==> src/rtl/aes_stream_ctrl_if.sv <==
// rtl/aes_stream_ctrl_if.sv - word streams, AES-core operands and status of aes_stream_ctrl
interface aes_stream_ctrl_if;
  logic [31:0]  s_tdata;
  logic         s_tvalid;
  logic         s_tready;
  logic         s_tlast;
  logic [31:0]  m_tdata;
  logic         m_tvalid;
  logic         m_tready;
  logic         m_tlast;
  logic         aes_en;
  logic [31:0]  aes_cmd;
  logic [127:0] aes_key;
  logic [127:0] aes_in_blk;
  logic [127:0] aes_out_blk;
  logic         aes_en_o;
  logic         busy;
  logic         frame_err;

  modport master (
    input  s_tdata, s_tvalid, s_tlast, m_tready, aes_out_blk, aes_en_o,
    output s_tready, m_tdata, m_tvalid, m_tlast, aes_en, aes_cmd, aes_key,
           aes_in_blk, busy, frame_err
  );

  modport slave (
    output s_tdata, s_tvalid, s_tlast, m_tready, aes_out_blk, aes_en_o,
    input  s_tready, m_tdata, m_tvalid, m_tlast, aes_en, aes_cmd, aes_key,
           aes_in_blk, busy, frame_err
  );
endinterface

==> src/rtl/aes_stream_ctrl.sv <==
// rtl/aes_stream_ctrl.sv - command-frame glue between a DMA word stream and aes_top
// Optional strict framing on s_tlast: AES_STREAM_TLAST_CHECK_EN
module aes_stream_ctrl (
  input  logic              clk,
  input  logic              reset,
  aes_stream_ctrl_if.master bus
);
  localparam int WORD_S = 32;
  localparam int KEY_S  = 128;
  localparam int BLK_S  = 128;

  localparam logic [WORD_S-1:0] CMD_SET_KEY = 32'h0000_0001;
  localparam logic [WORD_S-1:0] CMD_ENCRYPT = 32'h0000_0002;
  localparam logic [WORD_S-1:0] CMD_DECRYPT = 32'h0000_0003;

  typedef enum logic [2:0] {
    S_CMD,
    S_PAYLOAD,
    S_START,
    S_WAIT,
    S_OUT
  } state_t;

  state_t            r_state;
  state_t            w_next;
  logic [WORD_S-1:0] r_cmd;
  logic [KEY_S-1:0]  r_key;
  logic [BLK_S-1:0]  r_blk;
  logic [BLK_S-1:0]  r_out;
  logic [95:0]       r_shift;
  logic [1:0]        r_cnt;
  logic              r_frame_err;

  logic              w_s_ready;
  logic              w_s_hs;
  logic              w_last_word;
  logic              w_cmd_ok;
  logic              w_abort;
  logic [WORD_S-1:0] w_out_word;

  assign w_s_ready   = (r_state == S_CMD) || (r_state == S_PAYLOAD);
  assign w_s_hs      = bus.s_tvalid && w_s_ready;
  assign w_last_word = (r_cnt == 2'd3);
  assign w_cmd_ok    = (r_cmd == CMD_SET_KEY) || (r_cmd == CMD_ENCRYPT) ||
                       (r_cmd == CMD_DECRYPT);

  always_comb begin
    w_abort = 1'b0;
`ifdef AES_STREAM_TLAST_CHECK_EN
    if (r_state == S_CMD)
      w_abort = w_s_hs && bus.s_tlast;
    else if (r_state == S_PAYLOAD)
      w_abort = w_s_hs && (bus.s_tlast != w_last_word);
`endif
  end

  always_comb begin
    case (r_cnt)
      2'd0:    w_out_word = r_out[127:96];
      2'd1:    w_out_word = r_out[95:64];
      2'd2:    w_out_word = r_out[63:32];
      default: w_out_word = r_out[31:0];
    endcase
  end

  always_ff @(posedge clk or posedge reset) begin
    if (reset)
      r_state <= S_CMD;
    else
      r_state <= w_next;
  end

  always_comb begin
    w_next       = r_state;
    bus.aes_en   = 1'b0;
    bus.m_tvalid = 1'b0;
    bus.m_tlast  = 1'b0;
    bus.m_tdata  = '0;
    case (r_state)
      S_CMD: begin
        if (w_s_hs && !w_abort)
          w_next = S_PAYLOAD;
      end
      S_PAYLOAD: begin
        if (w_s_hs) begin
          if (w_abort)
            w_next = S_CMD;
          else if (w_last_word)
            w_next = w_cmd_ok ? S_START : S_CMD;
        end
      end
      S_START: begin
        bus.aes_en = 1'b1;
        w_next     = S_WAIT;
      end
      S_WAIT: begin
        if (bus.aes_en_o)
          w_next = (r_cmd == CMD_SET_KEY) ? S_CMD : S_OUT;
      end
      S_OUT: begin
        bus.m_tvalid = 1'b1;
        bus.m_tlast  = w_last_word;
        bus.m_tdata  = w_out_word;
        if (bus.m_tready && w_last_word)
          w_next = S_CMD;
      end
      default: w_next = S_CMD;
    endcase
  end

  // Payload collects in r_shift and commits on the 4th word, so aborted or
  // unknown frames never disturb the key or block seen by aes_top.
  always_ff @(posedge clk or posedge reset) begin
    if (reset) begin
      r_cmd       <= '0;
      r_key       <= '0;
      r_blk       <= '0;
      r_out       <= '0;
      r_shift     <= '0;
      r_cnt       <= '0;
      r_frame_err <= 1'b0;
    end else begin
      r_frame_err <= 1'b0;
      case (r_state)
        S_CMD: begin
          if (w_s_hs) begin
            if (w_abort) begin
              r_frame_err <= 1'b1;
            end else begin
              r_cmd <= bus.s_tdata;
              r_cnt <= 2'd0;
            end
          end
        end
        S_PAYLOAD: begin
          if (w_s_hs) begin
            if (w_abort) begin
              r_frame_err <= 1'b1;
            end else begin
              r_cnt   <= r_cnt + 2'd1;
              r_shift <= {r_shift[63:0], bus.s_tdata};
              if (w_last_word) begin
                if (!w_cmd_ok)
                  r_frame_err <= 1'b1;
                else if (r_cmd == CMD_SET_KEY)
                  r_key <= {r_shift, bus.s_tdata};
                else
                  r_blk <= {r_shift, bus.s_tdata};
              end
            end
          end
        end
        S_WAIT: begin
          if (bus.aes_en_o) begin
            r_out <= bus.aes_out_blk;
            r_cnt <= 2'd0;
          end
        end
        S_OUT: begin
          if (bus.m_tready)
            r_cnt <= r_cnt + 2'd1;
        end
        default: ;
      endcase
    end
  end

  assign bus.s_tready   = w_s_ready;
  assign bus.aes_cmd    = r_cmd;
  assign bus.aes_key    = r_key;
  assign bus.aes_in_blk = r_blk;
  assign bus.busy       = (r_state != S_CMD);
  assign bus.frame_err  = r_frame_err;
endmodule

==> src/flat_wrapper.sv <==
// flat-port wrapper written by rule: the top's interface ports become plain ports
module aes_stream_ctrl_flat 
  (clk, reset, bus_s_tdata, bus_s_tvalid, bus_s_tlast, bus_m_tready, bus_aes_out_blk, bus_aes_en_o, bus_s_tready, bus_m_tdata, bus_m_tvalid, bus_m_tlast, bus_aes_en, bus_aes_cmd, bus_aes_key, bus_aes_in_blk, bus_busy, bus_frame_err);
  aes_stream_ctrl_if bus_i ();
  input  logic clk;
  input  logic reset;
  input wire logic [$bits(bus_i.s_tdata)-1:0] bus_s_tdata;
  input wire logic [$bits(bus_i.s_tvalid)-1:0] bus_s_tvalid;
  input wire logic [$bits(bus_i.s_tlast)-1:0] bus_s_tlast;
  input wire logic [$bits(bus_i.m_tready)-1:0] bus_m_tready;
  input wire logic [$bits(bus_i.aes_out_blk)-1:0] bus_aes_out_blk;
  input wire logic [$bits(bus_i.aes_en_o)-1:0] bus_aes_en_o;
  output wire logic [$bits(bus_i.s_tready)-1:0] bus_s_tready;
  output wire logic [$bits(bus_i.m_tdata)-1:0] bus_m_tdata;
  output wire logic [$bits(bus_i.m_tvalid)-1:0] bus_m_tvalid;
  output wire logic [$bits(bus_i.m_tlast)-1:0] bus_m_tlast;
  output wire logic [$bits(bus_i.aes_en)-1:0] bus_aes_en;
  output wire logic [$bits(bus_i.aes_cmd)-1:0] bus_aes_cmd;
  output wire logic [$bits(bus_i.aes_key)-1:0] bus_aes_key;
  output wire logic [$bits(bus_i.aes_in_blk)-1:0] bus_aes_in_blk;
  output wire logic [$bits(bus_i.busy)-1:0] bus_busy;
  output wire logic [$bits(bus_i.frame_err)-1:0] bus_frame_err;
  assign bus_i.s_tdata = bus_s_tdata;
  assign bus_i.s_tvalid = bus_s_tvalid;
  assign bus_i.s_tlast = bus_s_tlast;
  assign bus_i.m_tready = bus_m_tready;
  assign bus_i.aes_out_blk = bus_aes_out_blk;
  assign bus_i.aes_en_o = bus_aes_en_o;
  assign bus_s_tready = bus_i.s_tready;
  assign bus_m_tdata = bus_i.m_tdata;
  assign bus_m_tvalid = bus_i.m_tvalid;
  assign bus_m_tlast = bus_i.m_tlast;
  assign bus_aes_en = bus_i.aes_en;
  assign bus_aes_cmd = bus_i.aes_cmd;
  assign bus_aes_key = bus_i.aes_key;
  assign bus_aes_in_blk = bus_i.aes_in_blk;
  assign bus_busy = bus_i.busy;
  assign bus_frame_err = bus_i.frame_err;
  aes_stream_ctrl u_core (.clk(clk), .reset(reset), .bus(bus_i));
endmodule
==> config.mk <==
export PLATFORM = sky130hd
export DESIGN_NAME = aes_stream_ctrl_flat
export DESIGN_NICKNAME = d
export VERILOG_FILES = /design/src/rtl/aes_stream_ctrl_if.sv /design/src/rtl/aes_stream_ctrl.sv /design/src/flat_wrapper.sv
export SDC_FILE = /design/constraint.sdc
export NUM_CORES = 1
export LEC_CHECK = 0
export CORE_MARGIN = 1
export CORE_UTILIZATION = 40
export DETAILED_ROUTE_END_ITERATION = 8
export DONT_BUFFER_PORTS = 1
export HOLD_SLACK_MARGIN = 0.02
export PLACE_DENSITY_LB_ADDON = 0.15
export SLEW_MARGIN = 20
export SYNTH_ARGS = -nofsm -noshare
export SYNTH_HDL_FRONTEND = slang
export SYNTH_SLANG_ARGS = --single-unit
==> constraint.sdc <==
create_clock -name clk -period 16.7 [get_ports clk]
set_input_delay 1.67 -clock clk [delete_from_list [all_inputs] [get_ports clk]]
set_output_delay 1.67 -clock clk [all_outputs]
set_load 0.02 [all_outputs]
==> impl_metrics.json <==
{
  "outcome": "complete, no violations",
  "cts_sinks": 518,
  "overflow": 0,
  "drt_iter0_markers": 636,
  "grt_max_degree": 184,
  "met3WireLength_mm": 4.92,
  "min_period_over_period": 0.289,
  "place.detailed.hpwl_mm": 32.9,
  "drt_first_pass_iters": 6,
  "clk_latency_ns": 0.59,
  "worst-path-max-fanout": 66,
  "critPathKind": "in -> reg",
  "fin_crit_ns": 4.83,
  "cpMostUsedCell": "buf_4",
  "maxSlewHeadroom": 0.234,
  "drv_cap": 0,
  "core_um2": 51500,
  "crit_chain": "and4bb_4, nand2_1, nor4_4, buf_4, buf_4, mux2_2",
  "cellLeakagePower_nw": 11.1,
  "synth_fp_nets": 1468,
  "ant_nets": 0,
  "synthToLayoutAreaGrowth_pct": 11.0,
  "cts-root-buf": "clkbuf_16",
  "arrival_ns": 5.31,
  "p_per_area_nw_per_um2": 141,
  "finalSetupTns_ns": 0,
  "synth.distinct_cells": 36,
  "final_hold_viol_count": 0,
  "critPathMaxStageDelay_ns": 0.87,
  "critical-path-top-delay-family": "buffers and inverters",
  "clk_pin_slew_ns": 0.06,
  "core.rowCount": 83,
  "worst_slew_pin_slew_ns": 1.15,
  "place.gp.congestion": 0.778,
  "post_cts_buffers": 0,
  "port_buffers": 0,
  "synth_ff_type": "dfrtp_1",
  "ios": 492,
  "timing.fmax_mhz": 207,
  "clk_path_buf_depth": 3,
  "drv_slew": 0,
  "yosysMostFrequentCell": "dfrtp_1",
  "grt_pass1_vias": 11400,
  "cts_tree": "yes",
  "grt_setup_unrepaired": "no",
  "syn_inst": 1297,
  "cts_buffers": 56,
  "endpoint_kind": "register",
  "ys_seq_area_frac": 0.620,
  "vias": 10800,
  "ys_warn_count": 0,
  "startpoint_type": "input pin",
  "synth_edf_count": 0,
  "syn-cell-area_um2": 20900,
  "die_y_um": 231,
  "peakVddDrop_v": 0.0000895,
  "grt.total_usage": 0.186,
  "required_ns": 17.18,
  "grt_antenna_before_repair": 8,
  "n_fill_cell": 4627,
  "hold_class": "reg -> reg",
  "synth_common_cells": "dfrtp_1, mux2_2, mux2_4",
  "finalNetCount": 1464,
  "dpl_worst_slack_ns": 11.20,
  "wirelength_mm": 49.9,
  "ys_ff_latch": 518,
  "cpMaxStageDelayCell": "buf_4",
  "cts-resized-gates": 0,
  "wl_per_cell_um": 24.7,
  "top_layer_used": "met5",
  "drc": 0,
  "die_w_um": 231,
  "setup_slack_ns": 11.87,
  "cts_hold_buf": 0,
  "critPathBufInv": 2,
  "routedLengthMet1_mm": 19.8,
  "htree_levels": 2,
  "yosys.area.top_type_share": 0.620,
  "dieArea_um2": 53200,
  "initial_core_util": 0.406,
  "synth_top_cell_by_area": "dfrtp_1",
  "syn_area_per_cell_um2": 16.1,
  "grt_pass1_wl_mm": 75.7,
  "synthTopCellsByArea": "dfrtp_1, mux2_2, mux2_4, a222oi_1, buf_12",
  "drt-vias-per-instance": 5.32,
  "clock_skew_ns": 0.0145,
  "wl_met2_mm": 23.9,
  "drive_above_1_share": 0.471,
  "setup_viol_count_final": 0,
  "synthArstFlopShare": 1.00
}
[worst reg2reg max path, stage by stage (launching register included)]
cell and delay [ns]:
dfrtp_1 0.49, nor4_1 0.64, nand4_1 0.60, nor4_4 0.39
buf_4 0.79, buf_4 0.98, mux2_2 0.52
[placed cells by master, fill, tap and decap left out, types with 2 or more instances in the layout]
cell / count
nor4_1: 6
mux2_1: 3
clkbuf_1: 12
clkbuf_8: 18
clkinvlp_4: 2
nor2b_1: 2
diode_2: 7
nand2_1: 5
inv_6: 2
mux2_2: 410
nor2_1: 70
buf_4: 15
mux2_4: 100
nor4_2: 2
nor3_1: 4
ha_2: 3
a222oi_1: 32
a21oi_1: 34
inv_1: 7
clkinv_2: 7
dfrtp_1: 518
nor4_4: 2
clkbuf_16: 57
ha_1: 2
bufinv_16: 4
o21ai_0: 3
[registers in the layout (all words and copies together) (netlist names)]
name	cells
u_core.bus.aes_key	128
u_core.r_state	3
u_core.bus.aes_cmd	32
u_core.bus.aes_in_blk	128
u_core.r_cnt	2
u_core.r_out	128
u_core.bus.frame_err	1
u_core.r_shift	96
[layout make-up]
class | count | area (um^2) | share of cell area
clock inverters | 15 | 188 | 0.00809
diodes | 7 | 17.5 | 0.000755
multi-input cells | 693 | 7290 | 0.314
well taps | 680 | 851 | 0.0367
clock buffers | 87 | 1720 | 0.0741
flip-flops and latches | 518 | 13000 | 0.559
inverters | 8 | 37.5 | 0.00162
repair buffers | 16 | 133 | 0.00572
[logic make-up (layout without fill, tap and decap cells)]
logic type      Yosys count  in the layout  synth area share
simple gates            100            100            0.0233
other cells               0              7                 0
flops                   518            518             0.620
xor+xnor                  1              1          0.000419
mux                     513            513             0.294
buf+inv                  86            126            0.0329
compound gates           74             74            0.0261
fa+ha+maj                 5              5           0.00299
[stage by stage]
stage	hold WS [ns]	utilization	power [mW]	instances	instance area, um^2
CTS	0.506	0.450	3.31	2017	23200
global route	0.516	0.450	3.41	2024	23200
floorplan	0.477	-	1.88	1297	20900
detailed placement	0.492	0.413	2.03	1915	21300
global placement	0.486	0.413	2.02	1915	21300
finish	0.504	0.450	3.26	2024	23200
[where the power goes]
part	internal, mW	leakage [nW]	switching [mW]
Clock	0.765	0.939	0.496
Combinational	0.178	3.19	0.197
Sequential	1.41	6.94	0.216
[metal layers]
| layer | global-route usage | vias to the layer above |
|---|---|---|
| li1 | - | 4660 |
| met1 | 0.229 | 5656 |
| met2 | 0.294 | 358 |
| met3 | 0.0751 | 84 |
| met4 | 0.0691 | 2 |
| met5 | 0 | - |
[final timing paths]
path / cells past startpoint / startpoint / endpoint / slack, ns
setup / recovery: 6 / bus_s_tvalid / u_core.bus.aes_key[30] / 11.87
hold / removal: 1 / u_core.r_out[65] / u_core.r_out[65] / 0.50
setup reg to reg: 6 / u_core.bus.aes_cmd[3] / u_core.bus.aes_key[30] / 12.17
hold reg to reg: 1 / u_core.r_out[65] / u_core.r_out[65] / 0.50
max in group asynchronous: 3 / reset / u_core.r_out[51] / 13.72
min in group asynchronous: 1 / reset / u_core.r_out[27] / 1.01
(Power assumes the default switching activity.)
